## src/rtl/axi_lite_regfile_slave.sv

```systemverilog
// AXI-lite slave exposing NUM_REGS registers of DATA_W bits with byte strobes.
// Independent write (AW/W/B) and read (AR/R) FSMs. Out-of-range accesses get SLVERR.
module axi_lite_regfile_slave #(
  parameter int ADDR_W   = 8,
  parameter int DATA_W   = 32,
  parameter int NUM_REGS = 16
) (
  input  logic                  A_clk,
  input  logic                  A_reset,
  input  logic [ADDR_W-1:0]     AW_addr,
  input  logic                  AW_valid,
  output logic                  AW_ready,
  input  logic [DATA_W-1:0]     W_data,
  input  logic [DATA_W/8-1:0]   W_strb,
  input  logic                  W_valid,
  output logic                  W_ready,
  output logic [1:0]            B_resp,
  output logic                  B_valid,
  input  logic                  B_ready,
  input  logic [ADDR_W-1:0]     AR_addr,
  input  logic                  AR_valid,
  output logic                  AR_ready,
  output logic [DATA_W-1:0]     R_data,
  output logic [1:0]            R_resp,
  output logic                  R_valid,
  input  logic                  R_ready
);

  localparam int              STRB_W     = DATA_W / 8;
  localparam int              OFF_W      = $clog2(STRB_W);
  localparam logic [ADDR_W:0] NUM_REGS_L = (ADDR_W + 1)'(NUM_REGS);
  localparam logic [1:0]      RESP_OKAY  = 2'b00;
  localparam logic [1:0]      RESP_SLV   = 2'b10;

  typedef enum logic [1:0] {WR_IDLE, WR_GOT_AW, WR_GOT_W, WR_RESP} wr_state_t;
  typedef enum logic {RD_IDLE, RD_RESP} rd_state_t;

  logic [DATA_W-1:0] r_regs [NUM_REGS];
  wr_state_t         r_wr_state;
  rd_state_t         r_rd_state;
  logic [ADDR_W-1:0] r_aw_addr;
  logic [DATA_W-1:0] r_w_data;
  logic [STRB_W-1:0] r_w_strb;

  logic              w_aw_hs;
  logic              w_w_hs;
  logic              w_ar_hs;
  logic              w_commit;
  logic [ADDR_W-1:0] w_cmt_addr;
  logic [DATA_W-1:0] w_cmt_data;
  logic [STRB_W-1:0] w_cmt_strb;
  logic [ADDR_W-1:0] w_wr_idx;
  logic              w_wr_ok;
  logic [ADDR_W-1:0] w_rd_idx;
  logic              w_rd_ok;
  logic [DATA_W-1:0] w_rd_data;

  assign w_aw_hs = AW_valid && AW_ready;
  assign w_w_hs  = W_valid && W_ready;
  assign w_ar_hs = AR_valid && AR_ready;

  // The commit uses whichever half of the write was captured earlier plus the live half.
  always_comb begin
    w_commit   = 1'b0;
    w_cmt_addr = AW_addr;
    w_cmt_data = W_data;
    w_cmt_strb = W_strb;
    case (r_wr_state)
      WR_IDLE:   w_commit = w_aw_hs && w_w_hs;
      WR_GOT_AW: begin
        w_commit   = w_w_hs;
        w_cmt_addr = r_aw_addr;
      end
      WR_GOT_W:  begin
        w_commit   = w_aw_hs;
        w_cmt_data = r_w_data;
        w_cmt_strb = r_w_strb;
      end
      default:   w_commit = 1'b0;
    endcase
  end

  assign w_wr_idx = w_cmt_addr >> OFF_W;
  assign w_wr_ok  = {1'b0, w_wr_idx} < NUM_REGS_L;
  assign w_rd_idx = AR_addr >> OFF_W;
  assign w_rd_ok  = {1'b0, w_rd_idx} < NUM_REGS_L;

  always_comb begin
    w_rd_data = '0;
    for (int i = 0; i < NUM_REGS; i++) begin
      if (w_rd_idx == ADDR_W'(i)) w_rd_data = r_regs[i];
    end
  end

  always_ff @(posedge A_clk or posedge A_reset) begin
    if (A_reset) begin
      r_wr_state <= WR_IDLE;
      AW_ready   <= 1'b0;
      W_ready    <= 1'b0;
      B_valid    <= 1'b0;
      B_resp     <= RESP_OKAY;
      r_aw_addr  <= '0;
      r_w_data   <= '0;
      r_w_strb   <= '0;
      for (int i = 0; i < NUM_REGS; i++) r_regs[i] <= '0;
    end else begin
      if (w_commit && w_wr_ok) begin
        for (int i = 0; i < NUM_REGS; i++) begin
          for (int b = 0; b < STRB_W; b++) begin
            if (w_wr_idx == ADDR_W'(i) && w_cmt_strb[b])
              r_regs[i][8*b +: 8] <= w_cmt_data[8*b +: 8];
          end
        end
      end

      if (w_commit) begin
        B_valid    <= 1'b1;
        B_resp     <= w_wr_ok ? RESP_OKAY : RESP_SLV;
        AW_ready   <= 1'b0;
        W_ready    <= 1'b0;
        r_wr_state <= WR_RESP;
      end else begin
        case (r_wr_state)
          WR_IDLE: begin
            if (w_aw_hs) begin
              r_aw_addr  <= AW_addr;
              AW_ready   <= 1'b0;
              r_wr_state <= WR_GOT_AW;
            end else if (w_w_hs) begin
              r_w_data   <= W_data;
              r_w_strb   <= W_strb;
              W_ready    <= 1'b0;
              r_wr_state <= WR_GOT_W;
            end else begin
              AW_ready <= 1'b1;
              W_ready  <= 1'b1;
            end
          end
          // Readies reopen on the B handshake so the next write can land on the following edge.
          WR_RESP: begin
            if (B_ready) begin
              B_valid    <= 1'b0;
              AW_ready   <= 1'b1;
              W_ready    <= 1'b1;
              r_wr_state <= WR_IDLE;
            end
          end
          default: ;
        endcase
      end
    end
  end

  // Read data is sampled from r_regs before any same-edge commit lands.
  always_ff @(posedge A_clk or posedge A_reset) begin
    if (A_reset) begin
      r_rd_state <= RD_IDLE;
      AR_ready   <= 1'b0;
      R_valid    <= 1'b0;
      R_data     <= '0;
      R_resp     <= RESP_OKAY;
    end else begin
      case (r_rd_state)
        RD_IDLE: begin
          if (w_ar_hs) begin
            R_data     <= w_rd_data;
            R_resp     <= w_rd_ok ? RESP_OKAY : RESP_SLV;
            R_valid    <= 1'b1;
            AR_ready   <= 1'b0;
            r_rd_state <= RD_RESP;
          end else begin
            AR_ready <= 1'b1;
          end
        end
        RD_RESP: begin
          if (R_ready) begin
            R_valid    <= 1'b0;
            AR_ready   <= 1'b1;
            r_rd_state <= RD_IDLE;
          end
        end
        default: r_rd_state <= RD_IDLE;
      endcase
    end
  end

endmodule

```

## config.mk

```make
export PLATFORM = sky130hd
export DESIGN_NAME = axi_lite_regfile_slave
export DESIGN_NICKNAME = d
export VERILOG_FILES = /design/src/rtl/axi_lite_regfile_slave.sv
export SDC_FILE = /design/constraint.sdc
export NUM_CORES = 1
export LEC_CHECK = 0
export ABC_CLOCK_PERIOD_IN_PS = 24700
export BUFFER_PORTS_ARGS = -buffer_cell sky130_fd_sc_hd__buf_2
export CELL_PAD_IN_SITES_DETAIL_PLACEMENT = 0
export CELL_PAD_IN_SITES_GLOBAL_PLACEMENT = 1
export CORE_MARGIN = 2
export CORE_UTILIZATION = 56
export DETAILED_ROUTE_END_ITERATION = 16
export HOLD_SLACK_MARGIN = 0.1
export PLACE_DENSITY = 0.9
export SLEW_MARGIN = 10
export SYNTH_ARGS = -nofsm -noshare
export SYNTH_HDL_FRONTEND = slang
export SYNTH_SLANG_ARGS = --single-unit
```

## constraint.sdc

```tcl
create_clock -name A_clk -period 24.7 [get_ports A_clk]
set_clock_uncertainty 0.15 [all_clocks]
set_input_delay 0 -clock A_clk [delete_from_list [all_inputs] [get_ports A_clk]]
set_output_delay 0 -clock A_clk [all_outputs]
set_load 0.005 [all_outputs]
```

==> flow_summary.json, run 1 <==
{
  "fin_area_um2": 31200,
  "ys_seq_area_frac": 0.553,
  "hold_class": "in2reg",
  "start_kind": "input port",
  "post_cts_buffers": 0,
  "ir_drop_uv": 59.4,
  "synth_warnings": 0,
  "fmax_ghz": 0.199,
  "power_uw": 2860,
  "drc": 0,
  "whs_path_depth": 4,
  "drv_slew": 0,
  "routedWlPerCell_um": 26.1,
  "p_leak_uw": 0.0153,
  "end_kind": "async pin",
  "min_from": "W_valid",
  "max_slew_margin": 0.243,
  "vias": 18936,
  "synth-main-ff-cell": "dfrtp_1",
  "fin_nets": 2306,
  "cp_slowest_stage_delay_ns": 0.95,
  "worst_slew_pin_slew_ns": 1.14,
  "cp_max_fo": 135,
  "antenna_cells": 0,
  "htree_levels": 2,
  "cp_slowest_cell": "buf_4",
  "worst-path-buf-inv": 8,
  "cts.clk_slew.worst_paths_ns": 0.06,
  "final_hold_viol_count": 0,
  "portBuffers": 93,
  "grt_pass1_wl_um": 117000,
  "setup_violations": 0,
  "min_period_over_period": 0.203,
  "rsz0062_at_grt": "false",
  "syn_area_per_cell_um2": 13.1,
  "finalWorstPathRequiredPeriod_ns": 5.03,
  "hpwlAfterDp_um": 49500,
  "p_per_area_nw_per_um2": 91.5,
  "dieWidth_um": 223,
  "rows": 80,
  "grt_overflow": 0,
  "antenna_found_initial": 0,
  "synth_cell_types": 69,
  "drive_gt1_frac": 0.363,
  "status": "completed",
  "path_cells": "dlygate4sd3_1 -> buf_2 -> dlygate4sd3_1 -> inv_8 -> buf_4 -> buf_4 -> buf_4 -> buf_4",
  "grt.total_usage": 0.307,
  "cts_tree": "done",
  "cts_root_buf": "clkbuf_16",
  "synthCells": 2064,
  "r2r_start": "r_wr_state[1]$_DFFE_PP0P_",
  "core_um2": 47600,
  "dieArea_um2": 49900,
  "routed_via_density": 6.50,
  "area_growth_pct": 15.9,
  "drt_wl_total_um": 76000,
  "start_util": 0.566,
  "final_common_cell": "dfrtp_1",
  "io_pins": 100,
  "cp_top_family": "buffers and inverters",
  "synth_area_um2": 27000,
  "synth-seq-cells": 596,
  "crit_top_cell": "buf_4",
  "clockBufferDepth": 3,
  "final_cell_mix": "596 x dfrtp_1, 522 x mux2_2, 119 x dlygate4sd3_1, 93 x buf_2, 91 x nand2_1",
  "tns_ns": 0,
  "critical_path_class": "in2async",
  "timing.rr.end": "r_regs[31]$_DFFE_PP0P_",
  "ant_nets": 0,
  "synth-async-reset-ratio": 1.00,
  "r2r_setup_slack_ns": 21.17,
  "synth-edff-count": 0,
  "grt_max_degree": 136,
  "hold_ws_ns": 0.176,
  "num-fill-cells": 3524,
  "place.gp.congestion": 0.848,
  "placed_area_um2": 27900,
  "first_pass_iters": 5,
  "cts_buffers": 61,
  "reg2reg_depth": 5,
  "clk_latency_ns": 0.64,
  "whs_endpoint": "r_wr_state[1]$_DFFE_PP0P_",
  "cts_sinks": 596,
  "die-height_um": 223,
  "max_cap_violations": 0,
  "first_global_vias": 20045,
  "worstPathArrival_ns": 5.45,
  "drt_first_iter_violations": 1616,
  "crit_required_ns": 25.13
}
==> registers in the layout (all words and copies together) (netlist names), 2 cells and up <==
name and cells:
r_w_strb 4, r_w_data 32, r_aw_addr 6, r_wr_state 2
r_regs 512, R_data 32
==> per-layer routing <==
| metal | wire, um | up-vias | global-route usage |
|---|---|---|---|
| met3 | 4760 | 176 | 0.0582 |
| li1 | - | 8097 | - |
| met1 | 29700 | 9951 | 0.382 |
| met5 | 0 | - | 0 |
| met2 | 37900 | 712 | 0.523 |
| met4 | 3580 | 0 | 0.142 |
==> cells in the mapped netlist (all sizes together) (2+ instances only) <==
cell	instances	area, um2
o21ai	61	309
o211ai	21	158
dfrtp	596	14900
o2111ai	2	17.5
nor3	15	75.1
nand2	137	634
or2	3	18.8
nor3b	7	67.6
buf	52	305
o2bb2ai	2	17.5
o221ai	18	158
a31oi	18	128
a2111oi	10	87.6
mux2	588	6620
nor2	78	372
o32ai	2	17.5
a222oi	15	150
a22o	5	43.8
o211a	2	20.0
o22ai	47	294
a221oi	50	438
a41oi	5	43.8
nor4	6	97.6
clkbuf	74	278
o41ai	7	91.3
a22oi	34	255
nor4b	2	23.8
mux2i	24	240
nor2b	4	25.0
or4b	3	30.0
a211oi	4	35.0
inv	8	30.0
a21oi	67	339
nand2b	7	43.8
nand3	13	65.1
or3	22	138
and3	42	263
==> power breakdown <==
| part | internal (uW) | leakage (uW) | switching, uW |
|---|---|---|---|
| Combinational | 264 | 0.00609 | 330 |
| Sequential | 1170 | 0.00813 | 114 |
| Clock | 594 | 0.00106 | 391 |
==> tightest hold or removal path, cell delays in order <==
cell,delay (ns)
dlygate4sd3_1,0.52
buf_2,0.12
a21oi_1,0.11
a31oi_1,0.17
==> stage by stage <==
stage	utilization	setup slack (ns)	std cells
after floorplan	-	7.87	2065
after global placement	0.586	20.06	2680
after detailed placement	0.586	19.94	2680
after CTS	0.656	19.45	2913
after global routing	0.656	18.87	2913
final	0.656	19.67	2913
==> area by class of cell <==
| type | count | area [um2] | area share |
|---|---|---|---|
| Clock buffer | 94 | 1840 | 0.0589 |
| Clock inverter | 20 | 318 | 0.0102 |
| Inverter | 8 | 37.5 | 0.00120 |
| Multi-Input combinational cell | 1335 | 11500 | 0.367 |
| Sequential cell | 596 | 14900 | 0.477 |
| Tap cell | 615 | 769 | 0.0246 |
| Timing Repair Buffer | 245 | 1900 | 0.0609 |
==> kinds of logic after synthesis <==
group	after synthesis	share of synthesized area
multiplexers	612	0.255
buffers and inverters	134	0.0227
AND/OR/NAND/NOR	344	0.0705
XOR/XNOR	1	0.000325
AO/OA/AOI/OAI	376	0.0985
other	1	0.000139
flip-flops	596	0.553
==> worst max-delay path by stage <==
stage                     slack, ns  cells after the start                       to  startpoint
after detailed placement      19.94                      6  r_regs[185]$_DFFE_PP0P_     A_reset
after floorplan                7.87                      1     AR_ready$_DFFE_PP0P_     A_reset
final                         19.67                      8   r_regs[31]$_DFFE_PP0P_     A_reset
after global placement        20.06                      6   R_data[25]$_DFFE_PP0P_     A_reset
after global routing          18.87                      8   R_data[28]$_DFFE_PP0P_     A_reset
after CTS                     19.45                      8  r_regs[200]$_DFFE_PP0P_     A_reset
==> timing repair <==
item | 4_1_cts | 5_1_grt
resized for setup | 0 | 0
hold buffers | 119 | 0
endpoints found under the hold margin | 723 | 0
Power figures use the tool's default switching activity.
==> inputs of run 2 (changes only) <==
--- a/config.mk
+++ b/config.mk
@@ -5,15 +5,15 @@
 export SDC_FILE = /design/constraint.sdc
 export NUM_CORES = 1
 export LEC_CHECK = 0
-export ABC_CLOCK_PERIOD_IN_PS = 24700
+export ABC_CLOCK_PERIOD_IN_PS = 4300
 export BUFFER_PORTS_ARGS = -buffer_cell sky130_fd_sc_hd__buf_2
 export CELL_PAD_IN_SITES_DETAIL_PLACEMENT = 0
 export CELL_PAD_IN_SITES_GLOBAL_PLACEMENT = 1
 export CORE_MARGIN = 2
-export CORE_UTILIZATION = 56
+export CORE_UTILIZATION = 47
 export DETAILED_ROUTE_END_ITERATION = 16
 export HOLD_SLACK_MARGIN = 0.1
-export PLACE_DENSITY = 0.9
+export PLACE_DENSITY = 0.81
 export SLEW_MARGIN = 10
 export SYNTH_ARGS = -nofsm -noshare
 export SYNTH_HDL_FRONTEND = slang
==> constraint.sdc (replaced) <==
create_clock -name A_clk -period 4.3 [get_ports A_clk]
set_clock_uncertainty 0.15 [all_clocks]
set_input_delay 0 -clock A_clk [delete_from_list [all_inputs] [get_ports A_clk]]
set_output_delay 0 -clock A_clk [all_outputs]
set_load 0.005 [all_outputs]
==> run 2 against run 1 <==
  * Via count is 0.57% higher
  * Total power grew to 5.8 times the previous value
  * Routed wire length is 3.0% higher
  * Die area is 19% higher
  * Sequential share of layout area is 0.87 points lower
  * Critical path depth is 2 lower
  * Combinational power grew to 6.0 times the previous value
  * Critical endpoint is now r_regs[507]$_DFFE_PP0P_
  * Sequential cell count stayed put
  * Cell area is 1.8% higher
  * Global-route usage is 4.3 points lower
  * Hold slack worse by 0.0045 ns
  * Clock power grew to 5.7 times the previous value
==> flow_summary.json, run 2 (synthesis results as in run 1) <==
{
  "antenna_cells": 0,
  "cts_sinks": 596,
  "worst_slew_pin_slew_ns": 1.05,
  "p_leak_uw": 0.0155,
  "io_pins": 100,
  "grt_overflow": 0,
  "cts_root_buf": "clkbuf_16",
  "place.gp.congestion": 0.837,
  "final_hold_viol_count": 0,
  "cp_slowest_stage_delay_ns": 0.65,
  "worstPathArrival_ns": 3.93,
  "fin_util": 0.563,
  "drt_first_iter_violations": 1632,
  "cts_tree": "done",
  "dieWidth_um": 243,
  "largest_registers": "r_regs (512), R_data (32), r_w_data (32)",
  "cts_buffers": 60,
  "hpwlAfterDp_um": 52300,
  "placed_area_um2": 28300,
  "start_kind": "flop",
  "ant_nets": 0,
  "portBuffers": 93,
  "timing.final.ws_setup_ns": 0.729,
  "drc": 0,
  "drt_wl_total_um": 78300,
  "final_cells": 3096,
  "largest_reg_flops": 512,
  "max_slew_margin": 0.303,
  "crit_top_cell": "mux2_2",
  "status": "completed",
  "ir_drop_uv": 406,
  "drv_slew": 0,
  "grt_pass1_wl_um": 121000,
  "cp_max_fo": 17,
  "path_cells": "nand2b_1 -> mux2_2 -> o21ai_1 -> nor2_1 -> nand2_1 -> mux2_2",
  "min_period_over_period": 0.831,
  "grt_max_degree": 181,
  "pre_cts_slack_ns": 0.827,
  "critical_path_class": "reg2reg",
  "drive_gt1_frac": 0.368,
  "start_util": 0.477,
  "final_cell_mix": "596 x dfrtp_1, 522 x mux2_2, 138 x dlygate4sd3_1, 93 x buf_2, 91 x nand2_1",
  "routed_via_density": 6.15,
  "htree_levels": 2,
  "first_global_vias": 20153,
  "crit_required_ns": 4.66,
  "max_cap_violations": 0,
  "setup_violations": 0,
  "regMostFlops": "r_regs",
  "rows": 87,
  "fin_nets": 2349,
  "whs_path_depth": 4,
  "p_per_area_nw_per_um2": 519,
  "clockBufferDepth": 3,
  "place_inst": 2846,
  "clk_latency_ns": 0.63,
  "fin_area_um2": 31800,
  "first_pass_iters": 6,
  "reg2reg_depth": 6,
  "end_kind": "flop",
  "routedWlPerCell_um": 25.3,
  "area_growth_pct": 18.1,
  "die-height_um": 243,
  "cts.clk_slew.worst_paths_ns": 0.06,
  "core_um2": 56500,
  "antenna_found_initial": 1,
  "final_common_cell": "dfrtp_1",
  "dieArea_um2": 59300,
  "vias": 19043,
  "rsz0062_at_grt": "false",
  "fmax_ghz": 0.280,
  "hold_class": "in2reg",
  "finalWorstPathRequiredPeriod_ns": 3.57,
  "grt.total_usage": 0.265,
  "tns_ns": 0,
  "cp_slowest_cell": "nand2b_1"
}
## run 2: through the flow
step	power, uW	hold slack (ns)
floorplan	9510	-0.0536
global placement	10500	-0.0260
detailed placement	10600	-0.0249
CTS	16500	0.142
global route	17200	0.192
finish	16500	0.172
## run 2: area by class of cell
class                   count  area (um2)
multi-input cells        1335       11500
clock inverters            22         305
inverters                   8        33.8
fillers                  4541       24700
well taps                 756         946
clock buffers              90        1810
flip-flops and latches    596       14900
repair buffers            289        2360
## run 2: path summary, 6_finish.rpt
| kind | slack, ns | end | start |
|---|---|---|---|
| min | 0.17 | r_wr_state[0]$_DFFE_PP0P_ | AW_valid |
| max | 0.73 | r_regs[507]$_DFFE_PP0P_ | r_wr_state[1]$_DFFE_PP0P_ |
| max in group asynchronous | 2.12 | r_regs[361]$_DFFE_PP0P_ | A_reset |
| min reg2reg | 0.33 | R_valid$_DFFE_PP0P_ | R_valid$_DFFE_PP0P_ |
| min in group asynchronous | 0.47 | r_regs[387]$_DFFE_PP0P_ | A_reset |
| max reg2reg | 0.73 | r_regs[507]$_DFFE_PP0P_ | r_wr_state[1]$_DFFE_PP0P_ |
## run 2: what timing repair did
item,in CTS,in global routing
setup buffers,0,0
gates resized for setup,0,0
hold buffers,138,0
endpoints found under the hold margin,988,0
## run 2: routing by layer
metal / vias to the layer above / track usage / wire (um)
met5: - / 0 / 0
met4: 0 / 0.109 / 3030
met3: 183 / 0.0328 / 4080
met2: 620 / 0.458 / 39500
met1: 10047 / 0.337 / 31700
li1: 8193 / - / -
## run 2: critical path, delay by kind of cell (launching register included)
kind	cells	cell delay (ns)
mux	2	0.81
simple gates	3	1.71
flops	1	0.60
compound gates	1	0.17
## run 2: where the power goes
group          internal [uW]  total, uW  leakage [uW]  switching [uW]
combinational           1650       3580       0.00632            1930
clock                   3310       5570       0.00104            2260
sequential              6700       7360       0.00813             653
total                  11700      16500        0.0155            4840
